==> src/rtl/ifq_pkg.sv <==
// ifq_pkg: shared types and default sizes for the fetch-to-decode instruction queue.
package ifq_pkg;

    localparam int IFQ_DEPTH = 4;
    localparam int IFQ_AW    = 64;
    localparam int IFQ_IW    = 32;

    // One queued fetch result at the default address/instruction widths.
    typedef struct packed {
        logic [IFQ_AW-1:0] pc;
        logic [IFQ_IW-1:0] instr;
    } ifq_entry_t;

endpackage

==> src/rtl/ifq_ptr.sv <==
// ifq_ptr: wrap-around queue pointer with async active-low reset,
// synchronous clear and increment enable. Wraps naturally at 2**W.
module ifq_ptr #(
    parameter int W = 2
) (
    input  logic         clk,
    input  logic         rst_n,
    input  logic         clr,
    input  logic         inc,
    output logic [W-1:0] ptr
);

    // Pointer register: clear has priority over increment.
    always_ff @(posedge clk or negedge rst_n) begin
        if (!rst_n) begin
            ptr <= {W{1'b0}};
        end else if (clr) begin
            ptr <= {W{1'b0}};
        end else if (inc) begin
            ptr <= ptr + W'(1);
        end else begin
            ptr <= ptr;
        end
    end

endmodule

==> src/rtl/ifid_queue.sv <==
// ifid_queue: FIFO of {PC, instruction} pairs between fetch and decode.
// Optional feature macro: IFQ_BYPASS_EN (empty-queue fall-through from fetch
// to decode in the same cycle). Without it, a push is visible one cycle later.
module ifid_queue
    import ifq_pkg::*;
#(
    parameter int DEPTH = IFQ_DEPTH,
    parameter int AW    = IFQ_AW,
    parameter int IW    = IFQ_IW
) (
    input  logic                   clk,
    input  logic                   reset,
    input  logic                   push_F,
    input  logic [AW-1:0]          pc_F,
    input  logic [IW-1:0]          instr_F,
    output logic                   ready_F,
    output logic                   valid_D,
    output logic [AW-1:0]          pc_D,
    output logic [IW-1:0]          instr_D,
    input  logic                   pop_D,
    input  logic                   flush,
    output logic [$clog2(DEPTH):0] count
);

    localparam int PW = $clog2(DEPTH);
    localparam int CW = PW + 1;

    typedef struct packed {
        logic [AW-1:0] pc;
        logic [IW-1:0] instr;
    } entry_t;

    // Storage is deliberately not reset; valid_D gates its visibility.
    entry_t        mem [DEPTH];
    logic [PW-1:0] rd_ptr;
    logic [PW-1:0] wr_ptr;

    logic flush_eff;
    logic empty;
    logic byp;
    logic byp_pop;
    logic push_fire;
    logic pop_fire;
    logic wr_inc;
    logic rd_inc;

    // Flush means nothing while reset is asserted.
    assign flush_eff = flush & reset;
    assign empty     = (count == CW'(0));

`ifdef IFQ_BYPASS_EN
    assign byp = reset & ~flush & empty & push_F;
`else
    assign byp = 1'b0;
`endif

    // A full queue refuses pushes even if decode pops this cycle, so ready_F
    // never depends on pop_D.
    assign ready_F   = ~flush_eff & (count < CW'(DEPTH));
    assign push_fire = push_F & ready_F;
    assign pop_fire  = valid_D & pop_D;
    // A bypassed entry consumed in the same cycle is never stored.
    assign byp_pop   = byp & pop_D;
    assign wr_inc    = push_fire & ~byp_pop;
    assign rd_inc    = pop_fire & ~byp_pop;

    // Head presentation: stored head first, fetch fall-through when empty, else zero.
    always_comb begin
        valid_D = 1'b0;
        pc_D    = {AW{1'b0}};
        instr_D = {IW{1'b0}};
        if (flush_eff) begin
            valid_D = 1'b0;
        end else if (!empty) begin
            valid_D = 1'b1;
            pc_D    = mem[rd_ptr].pc;
            instr_D = mem[rd_ptr].instr;
        end else if (byp) begin
            valid_D = 1'b1;
            pc_D    = pc_F;
            instr_D = instr_F;
        end else begin
            valid_D = 1'b0;
        end
    end

    ifq_ptr #(.W(PW)) u_wr_ptr (
        .clk   (clk),
        .rst_n (reset),
        .clr   (flush_eff),
        .inc   (wr_inc),
        .ptr   (wr_ptr)
    );

    ifq_ptr #(.W(PW)) u_rd_ptr (
        .clk   (clk),
        .rst_n (reset),
        .clr   (flush_eff),
        .inc   (rd_inc),
        .ptr   (rd_ptr)
    );

    // Entry write at the write pointer on an accepted, stored push.
    always_ff @(posedge clk) begin
        if (wr_inc && !flush_eff) begin
            mem[wr_ptr] <= '{pc: pc_F, instr: instr_F};
        end else begin
            mem[wr_ptr] <= mem[wr_ptr];
        end
    end

    // Occupancy counter: flush clears, simultaneous push and pop hold.
    always_ff @(posedge clk or negedge reset) begin
        if (!reset) begin
            count <= CW'(0);
        end else if (flush_eff) begin
            count <= CW'(0);
        end else begin
            case ({wr_inc, rd_inc})
                2'b10:   count <= count + CW'(1);
                2'b01:   count <= count - CW'(1);
                default: count <= count;
            endcase
        end
    end

endmodule

==> config.mk <==
export PLATFORM = sky130hd
export DESIGN_NAME = ifid_queue
export DESIGN_NICKNAME = d
export VERILOG_FILES = /design/src/rtl/ifq_pkg.sv /design/src/rtl/ifq_ptr.sv /design/src/rtl/ifid_queue.sv
export SDC_FILE = /design/constraint.sdc
export NUM_CORES = 1
export LEC_CHECK = 0
export BUFFER_PORTS_ARGS = -buffer_cell sky130_fd_sc_hd__buf_4
export CAP_MARGIN = 20
export CORE_MARGIN = 1
export CORE_UTILIZATION = 62
export DETAILED_ROUTE_END_ITERATION = 6
export GPL_ROUTABILITY_DRIVEN = 0
export PLACE_DENSITY_LB_ADDON = 0.25
export SYNTH_ARGS = -nofsm -noshare
export SYNTH_HDL_FRONTEND = slang
export SYNTH_SLANG_ARGS = --single-unit
==> constraint.sdc <==
create_clock -name clk -period 9.7 [get_ports clk]
set_clock_uncertainty 0.2 [all_clocks]
set_input_delay 2.425 -clock clk [delete_from_list [all_inputs] [get_ports clk]]
set_output_delay 2.425 -clock clk [all_outputs]
set_load 0.02 [all_outputs]
# Yosys cells after proc, flatten, opt, wreduce, memory -nomap -nowiden
# Memories as Yosys holds them, arrays and structs flattened.
# Index checks and enable logic that the tools add are counted.
totals:
  in_bits: 101
  ff_bits: 7
  mem_bits_rw: 384
  elab_cells: 41
  memories: 1
memory_table:
  columns: ["name", "words", "word_bits", "rd", "rd_clocked_by_memory_dff", "wr", "line", "rtl"]
  rows:
  - ["mem", 4, 96, 1, 0, 1, "ifid_queue.sv:34", "entry_t mem [DEPTH];"]
classes:
  n_reduce_logical: 7
  bitwise_logic: 6
  n_addsub: 4
  eq_ne: 3
  n_lt_le_gt_ge: 1
  n_mux: 16
op_table:
  columns: ["operator", "count"]
  rows:
  - ["$mux 64", 2]
  - ["$mux 96", 1]
  - ["$mux 32", 2]
  - ["$mux 2", 4]
  - ["$pmux 3 s2", 1]
  - ["$mux 1", 5]
  - ["$add 2x1->2 const B", 2]
  - ["$and 1x1->1", 4]
  - ["$reduce_bool 2->1", 2]
  - ["$add 3x1->3 const B", 1]
  - ["$logic_not 3->1", 1]
  - ["$lt 3x3->1 const B", 1]
  - ["$mux 3", 1]
  - ["$reduce_bool 3->1", 1]
  - ["$sub 3x1->3 const B", 1]
  - ["$eq 2x1->1 const B", 1]
  - ["$eq 2x2->1 const B", 1]
  - ["$reduce_and 2->1", 1]
  - ["$logic_and 1x1->1", 1]
  - ["$logic_not 1->1", 1]
  - ["$ne 0x0->1", 1]
  - ["$not 1->1", 1]
  - ["$or 1x1->1", 1]

# Logic depth before layout (Yosys ltp)
# Gate-level depths: netlist of the first run.
depth:
  ltp_word: 8
  ltp_mapped: 8

# Hierarchy
# From an unflattened synthesis of the first run, not the netlist that was laid out.
hier_totals:
  hier_cells: 663
  area_unflattened_um2: 14951.8
modules_own_cells:
  columns: ["module", "area_per_inst_um2", "cells_each", "instances"]
  rows:
  - ["ifid_queue", 14774.2, 649, 1]
  - ["ifq_ptr", 88.8, 7, 2]

# Worst setup path after synthesis of the first run
# No wires, ideal clock.
synth_path:
  kind: "input to output"
  startpoint: "in flush"
  endpoint: "out instr_D[17]"
  arrival_time_ns: 3.282
  t_required_ns: 7.075
  path_slack_ns: 3.793
  stages: 4
  cell_sequence: "nand2_1 clkbuf_1 clkbuf_1 and3_1"
synth_via:
  elab_chain_len: 2
synth_lines:
  columns: ["element", "line", "rtl"]
  rows:
  - ["start: declaration", "ifid_queue.sv:21", "input logic flush,"]
  - ["$and 1x1->1", "ifid_queue.sv:48", "assign flush_eff = flush & reset;"]
  - ["$mux 32", "ifid_queue.sv:72", "if (flush_eff) begin"]
  - ["end: declaration", "ifid_queue.sv:19", "output logic [IW-1:0] instr_D,"]
# No other way between the ends.

# Worst setup path in the final report of the first run
layout_path:
  startpoint: "in reset"
  endpoint: "out pc_D[36]"
layout_via:
  elab_chain_len: 2
layout_lines:
  columns: ["element", "line", "rtl"]
  rows:
  - ["start: declaration", "ifid_queue.sv:12", "input logic reset,"]
  - ["$and 1x1->1", "ifid_queue.sv:48", null]
  - ["$mux 64", "ifid_queue.sv:72", null]
  - ["end: declaration", "ifid_queue.sv:18", "output logic [AW-1:0] pc_D,"]
# No other way between the ends.

==> impl_metrics.yaml, run 1 <==
synth:
  yosys.area.top_type: "edfxtp_1"
  syn_inst: 679
  yosysMostFrequentCell: "edfxtp_1"
  synth-seq-cells: 391
  netlist_area_um2: 15000
  netlist_top_cells_area: "edfxtp_1 (77%), mux4_2 (14%), and3_1 (4.2%)"
  synth.avg_cell_area_um2: 22.1
  syn_nets: 785
  yosysWarnings: 0
  async_flop_share_pct: 1.79
  synth_top_flop_cell: "edfxtp_1"
  synth-edff-count: 384
  yosysSeqAreaShare_pct: 78.0
  synth_common_cells: "edfxtp_1 (384), and3_1 (100), mux4_2 (96)"
  ys_types: 31
  synth_top_area_share_pct: 76.8
power:
  power_switching_share_pct: 30.1
  p_int_mw: 3.76
  power_frac_comb_pct: 32.1
  leakage_nw: 6.38
  power_frac_seq_pct: 41.9
  switchingPower_mw: 1.62
  power_density_nw_per_um2: 299
  p_total_mw: 5.38
  p_clk_share_pct: 26.0
  peakVddDrop_uv: 198
cts:
  cts_setup_buffers: 0
  cts_resized: 0
  clk_pin_slew_ps: 60
  holdBufCountCts: 0
  cts.path.max_buffers: 3
  clk_latency_ps: 510
  cts_tree: "built"
  cts.sinks: 391
  numCtsBuffers: 38
  htree_levels: 2
  cts.root.buffer_cell: "clkbuf_16"
setup_path:
  crit_type: "in -> out"
  crit_fanout: 105
  critPathLaunchType: "primary input"
  cp-end-kind: "primary output"
  required_ps: 7080
  reg2regPathDepth: 8
  cp.arrival_ps: 3860
min_path:
  whs_path_depth: 2
  hold_class: "reg -> reg"
timing:
  tightest_slew_ps: 985
  hold_violations: 0
  rsz0062_at_grt: "false"
  slew_viol_final: 0
  slew-limit-headroom_pct: 34.3
  fin_ws_ps: 3220
  period_needed_ps: 6480
  finalSetupViolations: 0
  timing.fmax_mhz: 154
  holdWs_ps: 401
  finalCritPeriodShare_pct: 66.8
  finalSetupTns_ps: 0
grt:
  grt_pass1_vias: 7742
  track_usage_pct: 24.1
  grt_max_degree: 106
  grt_pass1_wl_mm: 43.8
  antenna_found_initial: 0
  overflow: 0
detailed_routing:
  wl_mm: 29.1
  dr.pass1.iters: 5
  antenna_left: 0
  drtIter0Drc: 704
  routedWlPerCell_um: 23.7
  drcViolationCount: 0
  avgViaCountPerCell: 6.11
  num_vias: 7507
floorplanning:
  die_w_um: 158
  die_area_um2: 24800
  core.rowCount: 56
  core_region_area_um2: 23600
  top_level_ports: 202
  start_util_pct: 63.6
  die_h_um: 158
layout:
  layout-drive-gt1-share_pct: 39.3
  nNetsFinal: 988
  antenna_cells: 0
  final_cells: 1229
  synthToLayoutAreaGrowth_pct: 19.8
placed_design:
  hpwl_mm: 16.8
  port_buffers: 201
  dpl_worst_slack_ps: 3230
  placed_cells: 1161
job:
  cap_violations: 0
status:
  outcome: "complete, no violations"
==> flip-flops by register name, summed over array words and instances (netlist names) <==
register and flops:
u_wr_ptr.ptr 2, u_rd_ptr.ptr 2, mem 384, count 3
==> placed cells by master, fill, tap and decap left out, types with 2 or more instances in the layout <==
master / n
mux4_2: 96
a21oi_1: 3
xor2_1: 2
and3_4: 4
nor2_1: 6
bufinv_16: 2
dfrtp_1: 5
a211oi_1: 2
and3_1: 96
dfrtp_4: 2
edfxtp_1: 384
ha_1: 4
nand3_1: 5
inv_1: 3
and2_1: 2
o21ai_0: 2
clkinv_1: 13
clkbuf_16: 41
buf_4: 209
clkbuf_1: 10
nand2_1: 4
==> per-layer routing <==
layer / up-vias / global-route usage [%] / wire length, um
li1: 3245 / - / -
met1: 3883 / 32.7 / 11400
met2: 331 / 40.4 / 15000
met3: 48 / 4.87 / 2190
met4: 0 / 6.93 / 548
met5: - / 0 / 0
==> area by class of cell <==
cell class / count / area (um^2)
clock buffers: 51 / 1060
clock inverters: 17 / 123
fillers: 1274 / 5630
inverters: 3 / 11.3
multi-input cells: 239 / 3100
flip-flops and latches: 391 / 11700
well taps: 319 / 399
repair buffers: 209 / 1570
==> stage by stage <==
stage	cell area, um^2	utilization [%]
after floorplan	15000	-
after global placement	16800	71.1
after detailed placement	16800	71.1
after CTS	18000	76.1
after global routing	18000	76.1
final	18000	76.1
==> kinds of logic (layout without fill, tap and decap cells) <==
kind of cell,after synthesis,count (layout),synth area share (%)
AOI/OAI and AO/OA,12,12,0.508
adders and majority gates,5,5,0.467
DFF,391,391,78.0
xor gates and xnor gates,3,3,0.175
and+or+nand+nor,123,123,4.92
buffers and inverters,49,280,1.55
muxes,96,96,14.4
==> power groups by stage <==
stage	logic (mW)	clock network [mW]	registers [mW]
floorplan	1.20	0	2.21
global placement	1.71	0	2.27
detailed placement	1.73	0	2.30
CTS	1.75	1.42	2.26
global route	1.84	1.48	2.28
finish	1.73	1.40	2.26
==> final timing paths <==
path | from | end | slack [ps]
worst max-delay path | reset | pc_D[36] | 3220
max in group asynchronous | reset | u_rd_ptr.ptr[1] | 7610
min in group asynchronous | reset | count[0] | 1540
worst min register to register | u_wr_ptr.ptr[1] | u_wr_ptr.ptr[1] | 400
worst max register to register | count[1] | count[2] | 6360
worst min-delay path | u_wr_ptr.ptr[1] | u_wr_ptr.ptr[1] | 400
==> critical path, stage by stage <==
cell     delay [ps]
buf_4           160
nand2_4         730
and3_1          360
buf_4           170
Note: power is estimated with default switching activity, not from simulation.
==> run 2, diff against run 1 <==
- CORE_UTILIZATION: 62 -> 57
- clock period: 9.7 -> 6 ns (I/O delays scaled with it)
==> run 2 against run 1 <==
  * Count of clock-buffer cells in the layout up 1
  * Combinational power up 62%
  * Sequential share of layout area down 0.26 points
  * Global-route usage down 2.2 points
  * Die area up 8.7%
  * Register-to-register slack worse by 3300 ps
  * Hold slack worse by 2.5 ps
  * Largest power group unchanged
  * Non-clock buffer count up 2
==> impl_metrics.yaml, run 2 (same netlist as run 1, synthesis figures left out) <==
status:
  outcome: "complete, no violations"
floorplanning:
  die_h_um: 164
  top_level_ports: 202
  die_w_um: 164
  start_util_pct: 57.9
  core.rowCount: 59
  die_area_um2: 27000
  core_region_area_um2: 25900
placed_design:
  port_buffers: 201
  placed_cells: 1179
  hpwl_mm: 16.4
  post_dp_cell_area_um2: 16900
grt:
  antenna_found_initial: 2
  overflow: 0
  track_usage_pct: 21.9
  grt_pass1_wl_mm: 43.8
  grt_pass1_vias: 7720
  grt_max_degree: 106
layout:
  fin_area_um2: 18100
  nNetsFinal: 992
  fillCellCount: 1587
  synthToLayoutAreaGrowth_pct: 20.3
  largest_register: "mem"
  final_cells: 1246
  layout-drive-gt1-share_pct: 39.7
  layout.cells.most_common: "edfxtp_1"
  reg.largest.list: "mem x384, count x3"
  largest_reg_flops: 384
  layout_common_cells: "edfxtp_1 (384), buf_4 (206), mux4_2 (96), and3_1 (96), clkbuf_16 (42)"
detailed_routing:
  drtIter0Drc: 688
  antenna_left: 0
  wl_mm: 29.0
  routedWlPerCell_um: 23.3
  avgViaCountPerCell: 5.98
  num_vias: 7447
  dr.pass1.iters: 5
  drcViolationCount: 0
cts:
  cts_setup_buffers: 0
  cts.root.buffer_cell: "clkbuf_16"
  cts.sinks: 391
  clk_pin_slew_ps: 60
  cts.path.max_buffers: 3
  cts_tree: "built"
  htree_levels: 2
  cts_resized: 0
  holdBufCountCts: 0
  clk_latency_ps: 500
  numCtsBuffers: 40
setup_path:
  crit_type: "in -> out"
  cp.arrival_ps: 2920
  crit_fanout: 105
  critPathLaunchType: "primary input"
  slowest_delay_ps: 690
  path_cells: "buf_4 -> nand2_4 -> and3_1 -> buf_4"
  worst_path_most_repeated_cell: "buf_4"
  cp_top_family: "simple AND/OR/NAND/NOR gates"
  required_ps: 4300
  crit_slowest_cell: "nand2_4"
  cp-end-kind: "primary output"
  worst-path-buf-inv: 2
power:
  p_total_mw: 8.67
  leakage_nw: 6.40
  power_density_nw_per_um2: 480
  peakVddDrop_uv: 325
timing:
  holdWs_ps: 398
  hold_violations: 0
  slew-limit-headroom_pct: 34.6
  timing.fmax_mhz: 216
  rsz0062_at_grt: "false"
  period_needed_ps: 4620
  slew_viol_final: 0
  finalSetupViolations: 0
  finalSetupTns_ps: 0
  tightest_slew_ps: 981
  finalCritPeriodShare_pct: 77.0
job:
  cap_violations: 0
min_path:
  hold_class: "reg -> reg"
[run 2: cell count changes in the layout (fill, tap and decap cells not counted), moves of 2 or more]
cell / delta
buf_12: +5
clkinv_2: +2
clkinv_1: -3
bufinv_16: -2
buf_4: -3
[run 2: routing by layer]
metal | GRT usage (%) | vias up | routed length [um]
li1 | - | 3248 | -
met1 | 29.9 | 3824 | 11500
met2 | 35.5 | 334 | 14500
met3 | 5.78 | 39 | 2560
met4 | 5.89 | 2 | 435
met5 | 0 | - | 17
[run 2: where the power goes]
part / switching [mW] / leakage (nW) / total (mW) / internal (mW)
Clock: 0.936 / 0.564 / 2.20 / 1.27
Sequential: 0.248 / 3.58 / 3.66 / 3.41
Combinational: 1.44 / 2.25 / 2.81 / 1.37
Total: 2.62 / 6.40 / 8.67 / 6.05
[run 2: layout make-up]
class	count	area [um^2]	share of cell area, %
Antenna cell	1	2.50	0.0139
Clock buffer	52	1090	6.03
Clock inverter	14	68.8	0.381
Inverter	3	11.3	0.0624
Multi-Input combinational cell	239	3100	17.2
Sequential cell	391	11700	64.9
Tap cell	335	419	2.32
Timing Repair Buffer	211	1650	9.12
[run 2: final timing paths]
| kind | from | end | slack, ps | depth (start not counted) |
|---|---|---|---|---|
| setup / recovery | reset | instr_D[0] | 1380 | 4 |
| hold / removal | u_wr_ptr.ptr[1] | u_wr_ptr.ptr[1] | 400 | 2 |
| setup reg to reg | count[1] | count[2] | 3030 | 8 |
| hold reg to reg | u_wr_ptr.ptr[1] | u_wr_ptr.ptr[1] | 400 | 2 |
| max in group asynchronous | reset | u_rd_ptr.ptr[0] | 4830 | 1 |
| min in group asynchronous | reset | u_rd_ptr.ptr[1] | 610 | 1 |
[run 2: through the flow]
step                      setup WS [ps]  util, %
after floorplan                    1130        -
after global placement             1400     65.2
after detailed placement           1360     65.2
after CTS                          1360     69.7
after global routing               1240     69.7
final                              1380     69.7
[run 2: tightest hold or removal path, cell delays in order (launching register included)]
cell	delay, ps
dfrtp_1	420
nand2_1	70
a21oi_1	60
==> run 3, diff against run 2 <==
- clock period: 6 -> 4.6 ns (I/O delays scaled with it)
==> run 3 against run 2 <==
  * Register-to-register slack worse by 1700 ps
  * Non-clock buffer count up 4
  * Critical path type is now reg -> out
  * Core utilization rose by 0.88 points
==> impl_metrics.yaml, run 3 (same netlist as run 1, synthesis figures left out) <==
layout:
  reg.largest.list: "mem x384, count x3"
  largest_register: "mem"
  layout_common_cells: "edfxtp_1 (384), buf_4 (204), mux4_2 (96), and3_1 (96), clkbuf_16 (41)"
  layout.cells.most_common: "edfxtp_1"
  layout-drive-gt1-share_pct: 40.6
  antenna_cells: 0
  largest_reg_flops: 384
  nNetsFinal: 995
  fillCellCount: 1552
  synthToLayoutAreaGrowth_pct: 21.8
min_path:
  hold_class: "in -> async"
floorplanning:
  core_region_area_um2: 25900
  start_util_pct: 57.9
  die_h_um: 164
  die_w_um: 164
  die_area_um2: 27000
  top_level_ports: 202
  core.rowCount: 59
cts:
  clk_latency_ps: 510
  cts.sinks: 391
  cts.root.buffer_cell: "clkbuf_16"
  clk_pin_slew_ps: 60
  htree_levels: 2
  holdBufCountCts: 0
  cts_tree: "built"
  cts_resized: 0
  numCtsBuffers: 39
  cts_setup_buffers: 0
  cts.path.max_buffers: 3
placed_design:
  port_buffers: 201
  hpwl_mm: 17.0
  dpl_worst_slack_ps: 655
detailed_routing:
  drcViolationCount: 0
  dr.pass1.iters: 5
  drtIter0Drc: 725
  routedWlPerCell_um: 23.2
  num_vias: 7493
  wl_mm: 29.0
  antenna_left: 0
  avgViaCountPerCell: 6.00
power:
  peakVddDrop_uv: 534
  power_density_nw_per_um2: 638
  leakage_nw: 6.50
timing:
  hold_violations: 0
  finalSetupViolations: 0
  fin_ws_ps: 621
  rsz0062_at_grt: "false"
  slew-limit-headroom_pct: 33.0
  period_needed_ps: 3980
  finalCritPeriodShare_pct: 86.5
  timing.fmax_mhz: 251
  tightest_slew_ps: 1000
  finalSetupTns_ps: 0
  slew_viol_final: 0
grt:
  grt_pass1_vias: 7688
  grt_pass1_wl_mm: 43.9
  overflow: 0
  antenna_found_initial: 1
  track_usage_pct: 22.1
  grt_max_degree: 106
setup_path:
  worst-path-buf-inv: 2
  cp-end-kind: "primary output"
  crit_type: "reg -> out"
  cp.arrival_ps: 2630
  crit_slowest_cell: "or3_2"
  critPathLaunchType: "register"
  slowest_delay_ps: 890
  cp_top_family: "simple AND/OR/NAND/NOR gates"
  path_cells: "or3_2 -> buf_12 -> and3_1 -> buf_4"
  crit_fanout: 55
  required_ps: 3250
job:
  cap_violations: 0
status:
  outcome: "complete, no violations"
==> run 3: cell types whose count changed in the layout (fill, tap and decap cells not counted) <==
cell       before  now
buf_12          5   11
buf_4         206  204
bufinv_16       0    6
clkbuf_1       10    7
clkbuf_16      42   41
clkinv_1       10    7
clkinv_2        3    5
clkinv_8        1    0
diode_2         1    0
==> run 3: final timing paths <==
path	from	to	slack (ps)	cells after the start
max	count[1]	instr_D[16]	620	4
min	reset	u_rd_ptr.ptr[0]	260	1
max reg2reg	count[1]	count[2]	1380	8
min reg2reg	u_wr_ptr.ptr[1]	u_wr_ptr.ptr[1]	430	2
max in group asynchronous	reset	u_rd_ptr.ptr[1]	3780	1
min in group clk	u_wr_ptr.ptr[1]	u_wr_ptr.ptr[1]	430	2
==> run 3: power by group <==
| group | switching (mW) | internal, mW |
|---|---|---|
| Sequential | 0.238 | 4.45 |
| Combinational | 1.98 | 1.83 |
| Clock | 1.22 | 1.95 |
| Total | 3.44 | 8.23 |
==> run 3: area by class of cell <==
cell class	instances	area [um^2]	area share [%]
sequential	391	11700	64.1
multi-input combinational	239	3100	17.0
timing repair buffer	215	1750	9.58
clock buffer	48	1050	5.76
tap	335	419	2.29
clock inverter	18	231	1.27
inverter	3	11.3	0.0616
==> run 3: metal layers <==
layer / vias up / wire length [um] / GRT usage (%)
li1: 3264 / - / -
met1: 3860 / 11800 / 31.0
met2: 314 / 14300 / 35.2
met3: 53 / 2300 / 5.28
met4: 2 / 563 / 5.68
met5: - / 17 / 0
==> run 3: stage by stage <==
step / instance area, um^2 / hold slack (ps) / total power, mW / utilization [%] / instances
final: 18300 / 260 / 11.7 / 70.6 / 1249
after global routing: 18300 / 241 / 12.2 / 70.6 / 1249
after CTS: 18300 / 235 / 11.8 / 70.6 / 1249
after detailed placement: 17000 / 418 / 8.62 / 65.6 / 1183
after global placement: 17000 / 365 / 8.52 / 65.6 / 1183
after floorplan: 15000 / 343 / 7.17 / - / 679
